**src/rtl/bcd_time_counter_if.sv**
```systemverilog
// bcd_time_counter_if: button/tick inputs and packed-BCD time outputs of the
// time-of-day counter. The counter connects through the slave modport, and
// the block that drives the buttons connects through the master modport.
interface bcd_time_counter_if;
    logic        tick_1hz;
    logic        mode_btn;
    logic        inc_btn;
    logic [23:0] count;
    logic [1:0]  setting;
    logic        rollover;
    logic        pm;

    modport master (
        output tick_1hz, mode_btn, inc_btn,
        input  count, setting, rollover, pm
    );

    modport slave (
        input  tick_1hz, mode_btn, inc_btn,
        output count, setting, rollover, pm
    );
endinterface

```
**src/rtl/bcd_time_counter.sv**
```systemverilog
// bcd_time_counter: hours/minutes/seconds held as six packed BCD digits.
// The counter advances on tick_1hz in RUN. A set-time state machine
// (RUN -> SET_HR -> SET_MIN -> RUN) is stepped by mode_btn, and inc_btn
// increments the field being set.
// Optional feature macro: TWELVE_HOUR_EN. When it is defined, hours run
// 12, 01..11 and the pm flag toggles on 11->12. When it is undefined, hours
// run 00..23 and pm stays 0.
module bcd_time_counter #(
    parameter logic [7:0] INIT_HOURS   = 8'h00,
    parameter logic [7:0] INIT_MINUTES = 8'h00
) (
    input  logic              clk,
    input  logic              reset,
    bcd_time_counter_if.slave bus
);

    localparam logic [1:0] ST_RUN     = 2'd0;
    localparam logic [1:0] ST_SET_HR  = 2'd1;
    localparam logic [1:0] ST_SET_MIN = 2'd2;

    logic [23:0] r_count;
    logic [1:0]  r_setting;
    logic        r_rollover;
    logic        r_pm;

    logic [23:0] w_count_nxt;
    logic [1:0]  w_setting_nxt;
    logic        w_rollover_nxt;
    logic        w_pm_nxt;

    logic [7:0]  w_hours;
    logic [7:0]  w_minutes;
    logic [7:0]  w_seconds;
    logic        w_sec_last;
    logic        w_min_last;
    logic        w_hour_last;
    logic        w_hour_flips_pm;

    // Two-digit BCD increment that wraps 59 -> 00 and produces no carry.
    function automatic logic [7:0] inc_mod60(input logic [7:0] v);
        logic [7:0] r;
        if (v[3:0] == 4'h9) begin
            r = (v[7:4] == 4'h5) ? 8'h00 : {v[7:4] + 4'h1, 4'h0};
        end else begin
            r = {v[7:4], v[3:0] + 4'h1};
        end
        return r;
    endfunction

    // Two-digit BCD hour increment with the wrap of the compiled mode.
    function automatic logic [7:0] inc_hours(input logic [7:0] h);
        logic [7:0] r;
`ifdef TWELVE_HOUR_EN
        if (h == 8'h12) begin
            r = 8'h01;
        end
`else
        if (h == 8'h23) begin
            r = 8'h00;
        end
`endif
        else if (h[3:0] == 4'h9) begin
            r = {h[7:4] + 4'h1, 4'h0};
        end else begin
            r = {h[7:4], h[3:0] + 4'h1};
        end
        return r;
    endfunction

    assign w_hours    = r_count[23:16];
    assign w_minutes  = r_count[15:8];
    assign w_seconds  = r_count[7:0];
    assign w_sec_last = (w_seconds == 8'h59);
    assign w_min_last = (w_minutes == 8'h59);

`ifdef TWELVE_HOUR_EN
    // 11 -> 12 flips AM/PM. Only the PM side of that flip ends the day.
    assign w_hour_flips_pm = (w_hours == 8'h11);
    assign w_hour_last     = w_hour_flips_pm & r_pm;
`else
    assign w_hour_flips_pm = 1'b0;
    assign w_hour_last     = (w_hours == 8'h23);
`endif

    // Next-state logic. mode_btn takes priority, and inc/tick in that cycle are dropped.
    always_comb begin
        // NOTE: every output gets a default first so no path can infer a latch.
        w_count_nxt    = r_count;
        w_setting_nxt  = r_setting;
        w_rollover_nxt = 1'b0;
        w_pm_nxt       = r_pm;

        if (bus.mode_btn) begin
            case (r_setting)
                ST_RUN: begin
                    w_setting_nxt     = ST_SET_HR;
                    w_count_nxt[7:0]  = 8'h00;
                end
                ST_SET_HR: w_setting_nxt = ST_SET_MIN;
                default:   w_setting_nxt = ST_RUN;
            endcase
        end else begin
            case (r_setting)
                ST_RUN: begin
                    if (bus.tick_1hz) begin
                        w_count_nxt[7:0] = inc_mod60(w_seconds);
                        if (w_sec_last) begin
                            w_count_nxt[15:8] = inc_mod60(w_minutes);
                            if (w_min_last) begin
                                w_count_nxt[23:16] = inc_hours(w_hours);
                                w_pm_nxt           = r_pm ^ w_hour_flips_pm;
                                w_rollover_nxt     = w_hour_last;
                            end
                        end
                    end
                end
                ST_SET_HR: begin
                    if (bus.inc_btn) begin
                        w_count_nxt[23:16] = inc_hours(w_hours);
                        w_pm_nxt           = r_pm ^ w_hour_flips_pm;
                    end
                end
                ST_SET_MIN: begin
                    if (bus.inc_btn) begin
                        w_count_nxt[15:8] = inc_mod60(w_minutes);
                    end
                end
                default: w_setting_nxt = ST_RUN;
            endcase
        end
    end

    // State registers with synchronous reset to the configured start time.
    always_ff @(posedge clk) begin
        // NOTE: non-blocking assignments so every register samples pre-edge values.
        if (reset) begin
            r_count    <= {INIT_HOURS, INIT_MINUTES, 8'h00};
            r_setting  <= ST_RUN;
            r_rollover <= 1'b0;
            r_pm       <= 1'b0;
        end else begin
            r_count    <= w_count_nxt;
            r_setting  <= w_setting_nxt;
            r_rollover <= w_rollover_nxt;
            r_pm       <= w_pm_nxt;
        end
    end

    assign bus.count    = r_count;
    assign bus.setting  = r_setting;
    assign bus.rollover = r_rollover;
    assign bus.pm       = r_pm;

endmodule

```
**src/flat_wrapper.sv**
```systemverilog
// flat-port wrapper written by rule: the top's interface ports become plain ports
module bcd_time_counter_flat 
#(
    parameter logic [7:0] INIT_HOURS   = 8'h00,
    parameter logic [7:0] INIT_MINUTES = 8'h00
)
  (clk, reset, bus_tick_1hz, bus_mode_btn, bus_inc_btn, bus_count, bus_setting, bus_rollover, bus_pm);
  bcd_time_counter_if bus_i ();
  input  logic clk;
  input  logic reset;
  input wire logic [$bits(bus_i.tick_1hz)-1:0] bus_tick_1hz;
  input wire logic [$bits(bus_i.mode_btn)-1:0] bus_mode_btn;
  input wire logic [$bits(bus_i.inc_btn)-1:0] bus_inc_btn;
  output wire logic [$bits(bus_i.count)-1:0] bus_count;
  output wire logic [$bits(bus_i.setting)-1:0] bus_setting;
  output wire logic [$bits(bus_i.rollover)-1:0] bus_rollover;
  output wire logic [$bits(bus_i.pm)-1:0] bus_pm;
  assign bus_i.tick_1hz = bus_tick_1hz;
  assign bus_i.mode_btn = bus_mode_btn;
  assign bus_i.inc_btn = bus_inc_btn;
  assign bus_count = bus_i.count;
  assign bus_setting = bus_i.setting;
  assign bus_rollover = bus_i.rollover;
  assign bus_pm = bus_i.pm;
  bcd_time_counter #(.INIT_HOURS(INIT_HOURS), .INIT_MINUTES(INIT_MINUTES)) u_core (.clk(clk), .reset(reset), .bus(bus_i));
endmodule
```
**config.mk**
```make
export PLATFORM = sky130hd
export DESIGN_NAME = bcd_time_counter_flat
export DESIGN_NICKNAME = d
export VERILOG_FILES = /design/src/rtl/bcd_time_counter_if.sv /design/src/rtl/bcd_time_counter.sv /design/src/flat_wrapper.sv
export SDC_FILE = /design/constraint.sdc
export NUM_CORES = 1
export LEC_CHECK = 0
export ABC_AREA = 0
export BUFFER_PORTS_ARGS = -buffer_cell sky130_fd_sc_hd__buf_2
export CAP_MARGIN = 10
export CORE_ASPECT_RATIO = 1.1
export CORE_MARGIN = 2
export CORE_UTILIZATION = 55
export CTS_BUF_LIST = sky130_fd_sc_hd__clkbuf_4
export CTS_CLUSTER_DIAMETER = 80
export DETAILED_ROUTE_END_ITERATION = 16
export PLACE_DENSITY_LB_ADDON = 0.05
export SETUP_SLACK_MARGIN = 0.2
export SLEW_MARGIN = 20
export SYNTH_ARGS = -nofsm -noshare
export SYNTH_HDL_FRONTEND = slang
export SYNTH_SLANG_ARGS = --single-unit
```
**constraint.sdc**
```tcl
create_clock -name clk -period 4.6 [get_ports clk]
set_input_delay 0.46 -clock clk [delete_from_list [all_inputs] [get_ports clk]]
set_output_delay 0.46 -clock clk [all_outputs]
set_load 0.01 [all_outputs]
```
==> impl_summary.log <==
[metrics] Power Dens Cells: 232.3 nW/um2
[metrics] number of port buffers: 31
[metrics] final count of negative-setup-slack endpoints: 0
[metrics] reg2reg end: u_core.bus.count[18]$_SDFFE_PP0P_
[metrics] Tmin final: 2186 ps
[metrics] Synthesized Nets: 187
[metrics] fmax: 457.5 MHz
[metrics] wire length of the first global-routing pass: 5112 um
[metrics] number of max-capacitance violations reported: 0
[metrics] Core Rows: 19
[metrics] maximum buffer depth of the clock tree: 2
[metrics] number of gates given a new drive strength after cts: 0
[metrics] initial detailed-routing violation count: 28
[metrics] timing startpoint of the critical path: u_core.bus.count[0]$_SDFFE_PP0P_
[metrics] clk_lat worst skew: 330 ps
[metrics] Post-CTS Repair Setup Buffers: 0
[metrics] residual DRC count: 0
[metrics] smallest hold slack: 468.1 ps
[metrics] maximum number of pins on one net before global-route repair: 24
[metrics] height of the die: 58.94 um
[metrics] global placement routability congestion: 0.8416
[metrics] global route overflow: 0
[metrics] total global-route track usage: 0.2149
[metrics] sequential cell area fraction in the yosys report: 0.3582
[metrics] launch point of the worst hold path: bus_mode_btn
[metrics] CTS Hold Bufs: 0
[metrics] final cycle utilization of the critical path: 0.4752
[metrics] kind of critical path: register to register
[metrics] Final Net Count: 216
[metrics] htree depth: 1
[metrics] starting density of the core: 0.5932
[metrics] endpoints failing hold: 0
[metrics] static leakage: 0.7186 nW
[metrics] kind of end point of the critical path: register
[metrics] post-route setup TNS: 0 ps
[metrics] number of unique standard cell types used by synthesis: 47
[metrics] total instance count after detailed placement: 229
[metrics] proportion of synthesized flip-flops having asynchronous set or reset: 0
[metrics] post-route setup slack: 2414 ps
[metrics] synth-to-layout area growth: 11.28%
[metrics] most common cell after layout, fill and taps aside: sky130_fd_sc_hd__buf_2
[metrics] critical path data required time: 4860 ps
[metrics] antenna fix cells: 0
[metrics] largest vdd supply drop: 0.0001340 V
[metrics] most used cells in the layout excluding fill and tap cells: 31 x sky130_fd_sc_hd__buf_2, 27 x sky130_fd_sc_hd__dfxtp_1, 20 x sky130_fd_sc_hd__nor2_1
[metrics] Clock Root Buffer: sky130_fd_sc_hd__clkbuf_4
[metrics] Post-DRT Antenna Nets: 0
[metrics] critical path peak fanout: 10
[metrics] share of the core filled with cells: 0.6601
[metrics] Syn. warnings: 0
[metrics] count of clock tree sinks: 27
[metrics] Finished Layout Cells: 233
[metrics] number of buffers created by CTS: 3
[metrics] clock-pin slew of the registers on the worst-case setup and hold paths: 150 ps
[metrics] summed instance area of the synthesized netlist: 1509 um2
[metrics] initial antenna violation count: 0
[metrics] depth of the worst register-to-register path: 6
[metrics] die outline width: 53.94 um
[metrics] core area: 2544 um2
[metrics] post-route total power: 0.3901 mW
[metrics] data arrival time of the worst path: 2450 ps
[metrics] Avg Cell Area, Syn: 8.672 um2
[metrics] number of flops mapped to enable cells by yosys: 0
[metrics] vias in the first global route: 1,168
[metrics] number of storage elements in the synthesis netlist: 27
[metrics] Clock Skews: 9.317 ps
[metrics] CTS tree: yes
[metrics] post-placement worst setup slack: 2393 ps
[metrics] number of max-slew violations in the final report: 0
[metrics] Placed Area: 1649 um2
[metrics] total number of vias: 1,336
[metrics] detail-routed via count per cell: 5.734
[metrics] share of layout cells above drive strength 1: 0.2178
[metrics] top-level port count: 33
[metrics] end point of the critical path: u_core.bus.count[18]$_SDFFE_PP0P_
[metrics] reg2reg start: u_core.bus.count[0]$_SDFFE_PP0P_
[metrics] Detailed Place HPWL: 2287 um
[metrics] Tightest Hold Check Type: input port to register
[metrics] DR WL/cell: 12.97 um
[metrics] reg-to-reg slack, setup: 2410 ps
[metrics] area of the die: 3179 um2
[metrics] RSZ-0062 raised after global routing: false
[metrics] flip-flop cell with the highest count after synthesis: sky130_fd_sc_hd__dfxtp_1
[metrics] status: finished clean
[metrics] CP Launch Type: register
[metrics] number of instances in the synthesized netlist: 174
[metrics] router iterations before antenna repair: 4
[metrics] final instance area: 1679 um2
[metrics] total detailed-routing wirelength: 3023 um
==> Yosys cell counts (all sizes together) (4+ instances only) <==
| library cell | n | area share |
|---|---|---|
| dfxtp | 27 | 0.36 |
| nor2 | 20 | 0.050 |
| a21oi | 13 | 0.043 |
| nand2 | 13 | 0.036 |
| ha | 8 | 0.066 |
| inv | 8 | 0.020 |
| o21ai | 7 | 0.026 |
| nor4 | 6 | 0.029 |
| xor2 | 6 | 0.035 |
| buf | 5 | 0.031 |
| nand3 | 5 | 0.017 |
| nand3b | 5 | 0.025 |
| nor2b | 5 | 0.021 |
| or3 | 4 | 0.017 |
==> logic make-up (layout without fill, tap and decap cells) <==
group                      Yosys count  in the layout  synth area share
adders and majority gates            8              8           0.06634
buffers and inverters               15             43           0.05556
and+or+nand+nor                     83             83            0.3259
muxes                                3              3           0.02073
DFF                                 27             27            0.3582
other                                1              1          0.002485
AOI/OAI and AO/OA                   29             29            0.1244
xor gates and xnor gates             8              8           0.04644
==> final cells by class <==
class	instances	area (um2)
Clock buffer	4	30.03
Fill cell	233	864.6
Inverter	8	30.03
Multi-Input combinational cell	132	884.6
Sequential cell	27	540.5
Tap cell	31	38.79
Timing Repair Buffer	31	155.1
==> state kept, by name, summed over array words and instances, names as in the netlist <==
signal,count
u_core.bus.count,24
u_core.bus.setting,2
u_core.bus.rollover,1
==> metal layers <==
metal / GRT usage / part of all wire / up-vias / wire [um]
li1: - / - / 671 / -
met1: 0.2695 / 0.47 / 632 / 1423
met2: 0.3763 / 0.48 / 29 / 1451
met3: 0.02538 / 0.040 / 4 / 121
met4: 0.06593 / 0.0086 / 0 / 26
met5: 0 / 0 / - / 0
==> worst max-delay path: stages, from the launching register on <==
cell,delay [ps]
sky130_fd_sc_hd__dfxtp_1,450
sky130_fd_sc_hd__ha_1,190
sky130_fd_sc_hd__nand3b_1,260
sky130_fd_sc_hd__nor4_2,410
sky130_fd_sc_hd__o21ai_2,190
sky130_fd_sc_hd__or4b_1,510
sky130_fd_sc_hd__a21oi_1,120
==> power breakdown <==
part	switching, mW	internal (mW)
clock network	0.0695	0.0399
logic	0.0236	0.0141
registers	0.00608	0.237
total	0.0992	0.291
==> how the worst min path moves through the flow <==
stage,end,slack (ps),cells after the start
detailed placement,u_core.bus.count[3]$_SDFFE_PP0P_,500,2
floorplan,u_core.bus.count[3]$_SDFFE_PP0P_,510,2
CTS,u_core.bus.setting[1]$_SDFFE_PP0P_,460,3
global placement,u_core.bus.count[3]$_SDFFE_PP0P_,500,2
global route,u_core.bus.setting[1]$_SDFFE_PP0P_,480,3
finish,u_core.bus.setting[1]$_SDFFE_PP0P_,470,3
(Power assumes the default switching activity.)
